File: src/rtl/grant_lock_fsm_pkg.sv
// Shared types, sizing constants and helpers for the grant lock stage.
package grant_lock_fsm_pkg;

    localparam int unsigned N        = 4;
    localparam int unsigned TIMEOUT  = 16;
    localparam int unsigned COOLDOWN = 2;

    localparam int unsigned ID_W  = $clog2(N);
    localparam int unsigned CNT_W = $clog2(TIMEOUT) + 1;
    localparam int unsigned CD_W  = $clog2(COOLDOWN + 1);

    typedef enum logic [1:0] {
        ST_IDLE     = 2'd0,
        ST_LOCKED   = 2'd1,
        ST_COOLDOWN = 2'd2
    } state_e;

    // Highest set bit index; 0 for an all-zero vector.
    function automatic logic [ID_W-1:0] onehot_to_index(input logic [N-1:0] vec);
        logic [ID_W-1:0] idx;
        idx = '0;
        for (int unsigned i = 0; i < N; i++) begin
            if (vec[i]) idx = ID_W'(i);
        end
        return idx;
    endfunction

endpackage

File: src/rtl/grant_lock_fsm_if.sv
// Grant/release inputs and ownership status outputs of the lock stage.
interface grant_lock_fsm_if;
    import grant_lock_fsm_pkg::*;

    logic [N-1:0]     grant_in;
    logic [N-1:0]     release_in;
    logic [N-1:0]     owner_onehot;
    logic [ID_W-1:0]  owner_id;
    logic             locked;
    logic             timeout_pulse;
    logic [CNT_W-1:0] hold_cnt;

    modport master (
        output grant_in, release_in,
        input  owner_onehot, owner_id, locked, timeout_pulse, hold_cnt
    );

    modport slave (
        input  grant_in, release_in,
        output owner_onehot, owner_id, locked, timeout_pulse, hold_cnt
    );
endinterface

File: src/rtl/grant_lock_fsm_prio_select.sv
// Combinational highest-set-bit picker: one-hot and binary index of the winner.
module grant_lock_fsm_prio_select
    import grant_lock_fsm_pkg::*;
(
    input  logic [N-1:0]    req_i,
    output logic [N-1:0]    onehot_c_o,
    output logic [ID_W-1:0] idx_c_o
);

    logic [ID_W-1:0] idx;

    always_comb begin
        idx        = onehot_to_index(req_i);
        idx_c_o    = idx;
        onehot_c_o = (req_i != '0) ? (N'(1) << idx) : '0;
    end

endmodule

File: src/rtl/grant_lock_fsm.sv
// Turns a momentary arbiter grant into a held ownership lock with hold timeout
// and a fixed cooldown before the next grant can be taken.
module grant_lock_fsm
    import grant_lock_fsm_pkg::*;
(
    input  logic           clk,
    input  logic           rst,
    grant_lock_fsm_if.slave bus
);

    state_e           state_q, state_d;
    logic [N-1:0]     owner_oh_q, owner_oh_d;
    logic [ID_W-1:0]  owner_id_q, owner_id_d;
    logic [CNT_W-1:0] hold_cnt_q, hold_cnt_d;
    logic [CD_W-1:0]  cd_cnt_q, cd_cnt_d;
    logic             locked_q, locked_d;
    logic             timeout_q, timeout_d;

    logic [N-1:0]     sel_oh;
    logic [ID_W-1:0]  sel_idx;

    grant_lock_fsm_prio_select u_prio_select (
        .req_i      (bus.grant_in),
        .onehot_c_o (sel_oh),
        .idx_c_o    (sel_idx)
    );

    always_ff @(posedge clk) begin
        if (rst) begin
            state_q    <= ST_IDLE;
            owner_oh_q <= '0;
            owner_id_q <= '0;
            hold_cnt_q <= '0;
            cd_cnt_q   <= '0;
            locked_q   <= 1'b0;
            timeout_q  <= 1'b0;
        end else begin
            state_q    <= state_d;
            owner_oh_q <= owner_oh_d;
            owner_id_q <= owner_id_d;
            hold_cnt_q <= hold_cnt_d;
            cd_cnt_q   <= cd_cnt_d;
            locked_q   <= locked_d;
            timeout_q  <= timeout_d;
        end
    end

    // Next state plus next values of every registered output.
    always_comb begin
        state_d    = state_q;
        owner_oh_d = owner_oh_q;
        owner_id_d = owner_id_q;
        hold_cnt_d = hold_cnt_q;
        timeout_d  = 1'b0;

        case (state_q)
            ST_IDLE: begin
                if (bus.grant_in != '0) begin
                    state_d    = ST_LOCKED;
                    owner_oh_d = sel_oh;
                    owner_id_d = sel_idx;
                    hold_cnt_d = '0;
                end
            end
            ST_LOCKED: begin
                // Owner release beats a coincident timeout.
                if ((bus.release_in & owner_oh_q) != '0) begin
                    state_d = ST_COOLDOWN;
                end else if (hold_cnt_q == CNT_W'(TIMEOUT - 1)) begin
                    state_d   = ST_COOLDOWN;
                    timeout_d = 1'b1;
                end else begin
                    hold_cnt_d = hold_cnt_q + CNT_W'(1);
                end
            end
            ST_COOLDOWN: begin
                if (cd_cnt_q == CD_W'(COOLDOWN - 1)) state_d = ST_IDLE;
            end
            default: state_d = ST_IDLE;
        endcase

        cd_cnt_d = (state_q == ST_COOLDOWN && state_d == ST_COOLDOWN)
                   ? cd_cnt_q + CD_W'(1) : '0;

        locked_d = (state_d == ST_LOCKED);
        if (!locked_d) begin
            owner_oh_d = '0;
            owner_id_d = '0;
            hold_cnt_d = '0;
        end
    end

    assign bus.owner_onehot  = owner_oh_q;
    assign bus.owner_id      = owner_id_q;
    assign bus.locked        = locked_q;
    assign bus.timeout_pulse = timeout_q;
    assign bus.hold_cnt      = hold_cnt_q;

endmodule
File: src/flat_wrapper.sv
// flat-port wrapper written by rule: the top's interface ports become plain ports
module grant_lock_fsm_flat import grant_lock_fsm_pkg::*;
  (clk, rst, bus_grant_in, bus_release_in, bus_owner_onehot, bus_owner_id, bus_locked, bus_timeout_pulse, bus_hold_cnt);
  grant_lock_fsm_if bus_i ();
  input  logic clk;
  input  logic rst;
  input wire logic [$bits(bus_i.grant_in)-1:0] bus_grant_in;
  input wire logic [$bits(bus_i.release_in)-1:0] bus_release_in;
  output wire logic [$bits(bus_i.owner_onehot)-1:0] bus_owner_onehot;
  output wire logic [$bits(bus_i.owner_id)-1:0] bus_owner_id;
  output wire logic [$bits(bus_i.locked)-1:0] bus_locked;
  output wire logic [$bits(bus_i.timeout_pulse)-1:0] bus_timeout_pulse;
  output wire logic [$bits(bus_i.hold_cnt)-1:0] bus_hold_cnt;
  assign bus_i.grant_in = bus_grant_in;
  assign bus_i.release_in = bus_release_in;
  assign bus_owner_onehot = bus_i.owner_onehot;
  assign bus_owner_id = bus_i.owner_id;
  assign bus_locked = bus_i.locked;
  assign bus_timeout_pulse = bus_i.timeout_pulse;
  assign bus_hold_cnt = bus_i.hold_cnt;
  grant_lock_fsm u_core (.clk(clk), .rst(rst), .bus(bus_i));
endmodule
File: config.mk
export PLATFORM = sky130hd
export DESIGN_NAME = grant_lock_fsm_flat
export DESIGN_NICKNAME = d
export VERILOG_FILES = /design/src/rtl/grant_lock_fsm_pkg.sv /design/src/rtl/grant_lock_fsm_if.sv /design/src/rtl/grant_lock_fsm_prio_select.sv /design/src/rtl/grant_lock_fsm.sv /design/src/flat_wrapper.sv
export SDC_FILE = /design/constraint.sdc
export NUM_CORES = 1
export LEC_CHECK = 0
export ABC_AREA = 1
export BUFFER_PORTS_ARGS = -buffer_cell sky130_fd_sc_hd__buf_2
export CAP_MARGIN = 30
export CORE_UTILIZATION = 35
export CTS_CLUSTER_DIAMETER = 100
export CTS_CLUSTER_SIZE = 14
export DETAILED_ROUTE_END_ITERATION = 6
export PLACE_DENSITY = 0.55
export REMOVE_ABC_BUFFERS = 1
export SYNTH_ARGS = -nofsm -noshare
export SYNTH_HDL_FRONTEND = slang
export SYNTH_SLANG_ARGS = --single-unit
File: constraint.sdc
create_clock -name clk -period 3.1 [get_ports clk]
set_input_delay 0.465 -clock clk [delete_from_list [all_inputs] [get_ports clk]]
set_output_delay 0.465 -clock clk [all_outputs]
set_load 0.1 [all_outputs]
==> flow_results.org <==
** CTS
- Clock tree synthesis found a total of 17 sinks.
- In this run the number of H-tree levels came out at 1.
- TritonCTS built the clock tree.
- CTS buffer count :: 3
- Once the clock tree was built, the resizer swapped 0 gates to a different size.
- The number of setup buffers added after CTS is 0.
- CTS root buf :: clkbuf_4
- Max clock buf depth :: 2
- Clock insertion delay at the later pin of the skew report :: ~290 ps
- Hold repair after CTS inserted 0 buffers.
- After clock tree synthesis, the clock-pin slew on the worst setup and hold paths is roughly 100 ps.

** Logic synthesis
- Flop and latch count out of synthesis :: 17
- The share of the Yosys chip area taken by registers is 42.57%.
- YS warnings :: 0
- Yosys mapped a number of flops with a built-in enable equal to 0.
- In the synthesized netlist, the number of instances is 105.
- The synthesized netlist occupies a cell area of between 700 and 800 µm².
- Number of unique standard cell types used by synthesis :: 23
- Proportion of synthesized flip-flops having asynchronous set or reset :: 0%
- After synthesis, the mean cell area works out to around 7.6 µm².
- Top_reg_cell synth :: dfxtp_1

** Placed design
- At the end of routability-driven placement, the weighted congestion stood at 0.7964.
- In this run, placement finished with an instance count of between 150 and 200.
- During placement, the flow inserted port buffers numbering 22.
- Detailed placement ended at an HPWL of roughly 1.3 mm.
- In this run the cell area measured after placement is 943.4 µm².

** Min path
- The path class of the tightest hold or removal check is primary input to register.
- Along the worst hold path, the cell count comes to 2.
- Beginning of the worst hold path :: rst
- The worst hold path terminates at u_core.state_q[1]$_SDFF_PP0_.

** Timing
- Number of failing setup endpoints in the final timing report :: 0
- Setup repair after global routing left no endpoint under its margin.
- At the pin with the least slew margin, the transition time is 486.5 ps.
- Worst clock skew :: 4.759 ps
- Worst relative slew slack :: 67.79%
- Of the available clock period, the critical path in the final layout requires a little over half.
- The count of endpoints failing hold in the final timing report is 0.
- Counting I/O delays and the setup requirement, the final critical path takes between 1500 and 2000 ps.
- Hold timing on the final database bottoms out at a slack of 381.9 ps.
- Pins Over Slew Limit :: 0
- Highest Clock Rate :: 609.8 MHz
- Sum of negative setup slack :: 0 ps

** Detailed routing
- DR vias :: 725
- The detail route stage leaves a number of antenna-violating nets equal to 0.
- Initial DRC count :: 12
- Overall routed net length :: 1.575 mm
- In the routed design, unresolved DRC markers number 0.
- Using the TritonRoute via totals, the vias-per-cell ratio works out to 4.589.
- The first TritonRoute pass finished after 4 iterations.
- In the final routed layout, each cell accounts on average for 9.968 µm.

** Floorplanning
- 23 I/O pins were placed.
- Die area :: 2480 µm²
- Once the floorplan was initialized, standard cells occupied 38.77% of the core.
- Number of rows in the core area :: 16
- Measured along the y axis, the die boundary spans 49.80 µm.
- Horizontal extent of the die :: 49.80 µm
- The floorplan step defined a core boundary enclosing 2062 µm².

** Critical path
- Worst Path Max Fanout :: 5
- Largest incremental delay on the critical path :: 460 ps
- Data required time at the worst endpoint :: 2630 ps
- Internal reg-to-reg setup slack :: 1510 ps
- The worst setup path is launched from a register.
- STA classifies the critical path endpoint as an output pin.
- Worst endpoint data arrival time :: 1170 ps
- For this design, the slowest cell found on the critical path is buf_2.
- The worst register-to-register path has a depth of 10.
- Combined buffer and inverter count along the critical path :: 1
- In this design, the largest share of critical-path delay is due to buffers and inverters.
- End of the worst register-to-register path :: u_core.bus.hold_cnt[1]$_SDFFE_PP0P_
- Cells along the critical path :: buf_2
- The startpoint identified for the worst register-to-register timing path is u_core.bus.hold_cnt[1]$_SDFFE_PP0P_.
- The worst setup path is of the register to output pin kind.

** Layout
- Of the cells placed in the final design, the portion with a size suffix greater than 1 is 25.95%.
- Growth of design area from synthesis to finish :: 21.75%
- Summing all flip-flop and latch instances after layout gives between 300 and 400 µm².
- Highest-count cells in the layout ignoring fill and taps :: 23 x nand2_1, 22 x buf_2, 17 x dfxtp_1, 15 x inv_1, 13 x nor2_1
- Final design instance area without fill :: 973.4 µm²
- Once layout is complete, the cells apart from fillers number between 150 and 200.
- Number of fillers in the final layout :: 222
- Commonest non-fill, non-tap cell in the layout :: nand2_1
- Nets :: about 150
- Area of the multi-input gates :: 399.1 µm²
- The number of antenna diodes in the final layout is 0.

** Outcome
- The run finished with clean final reports.

** Global route
- The first global-routing pass estimated 2.739 mm of wire.
- Total global routing overflow :: 0
- Entering global routing, the biggest net connects 12 pins.
- Global routing used 14.55% of the available tracks across all layers.
- The number of antenna violations at the first check in global routing is 0.
- Vias in the first global route :: 682

** Power and ir drop
- For this design the ratio of total power to cell area is ~590 nW/µm².
- Leak Pwr :: between 0.4 and 0.5 nW
- Maximum resistive drop on vdd :: 0.0003840 V

** Flow run
- Max-cap violations in this run came to 0.
==> per-stage QoR <==
step | power (mW) | setup WS [ps] | util, %
after floorplan | 0.4246 | 865.3 | -
after detailed placement | 0.4622 | 1535 | 45.75
final | 0.5764 | 1460 | 47.21
after CTS | 0.5847 | 1460 | 47.21
after global placement | 0.4622 | 1572 | 45.75
after global routing | 0.6094 | 1329 | 47.21
==> where the power goes <==
| part | total (mW) | internal [mW] | leakage (nW) | switching (mW) |
|---|---|---|---|---|
| Clock | 0.121 | 0.0491 | 0.0139 | 0.0715 |
| Combinational | 0.210 | 0.0423 | 0.307 | 0.167 |
| Sequential | 0.246 | 0.235 | 0.139 | 0.0108 |
==> layout make-up <==
type,instances,share of cell area [%]
clock inverter,1,0.7712
multi-input combinational,72,41.00
inverter,16,6.170
tap,27,3.470
clock buffer,3,2.314
timing repair buffer,22,11.31
sequential,17,34.96
==> worst max-delay path by stage <==
| stage | depth (start not counted) | to | startpoint |
|---|---|---|---|
| global route | 10 | u_core.bus.hold_cnt[1]$_SDFFE_PP0P_ | u_core.bus.hold_cnt[1]$_SDFFE_PP0P_ |
| finish | 1 | bus_hold_cnt[1] | u_core.bus.hold_cnt[1]$_SDFFE_PP0P_ |
| global placement | 11 | u_core.bus.hold_cnt[4]$_SDFFE_PP0P_ | u_core.bus.hold_cnt[1]$_SDFFE_PP0P_ |
| CTS | 1 | bus_hold_cnt[2] | u_core.bus.hold_cnt[2]$_SDFFE_PP0P_ |
| floorplan | 10 | u_core.bus.hold_cnt[1]$_SDFFE_PP0P_ | u_core.bus.hold_cnt[1]$_SDFFE_PP0P_ |
| detailed placement | 10 | u_core.bus.hold_cnt[1]$_SDFFE_PP0P_ | u_core.bus.hold_cnt[1]$_SDFFE_PP0P_ |
==> Yosys cell counts (2+ instances only) <==
master	n	area share [%]
nand2_1	23	11
nand4_1	5	3.9
dfxtp_1	17	43
nand2_2	2	1.6
nand2_4	2	2.8
a21oi_1	7	4.4
nor2_1	13	6.1
nand3_1	4	2.5
ha_1	3	4.7
nor3b_1	2	1.9
inv_1	15	7.0
==> routing by layer <==
layer	vias up	GRT usage [%]	share of wire, %
met2	12	23.87	48
met1	321	16.89	47
met4	0	5.714	0.83
met5	-	0	0
li1	390	-	-
met3	2	5.556	4.4
==> cells by family (layout without fill, tap and decap cells) <==
family	Yosys count	after routing	share of synthesized area, %
buf+inv	16	42	7.511
simple gates	57	57	35.53
flops	17	17	42.57
fa+ha+maj	3	3	4.695
compound gates	12	12	9.703
==> registers in the layout, summed over array words and instances (netlist names) <==
name,flops
u_core.bus.hold_cnt,5
u_core.bus.owner_id,2
u_core.bus.timeout_pulse,1
u_core.state_q,2
u_core.bus.owner_onehot,4
u_core.cd_cnt_q,2
u_core.bus.locked,1
(Power assumes the default switching activity.)
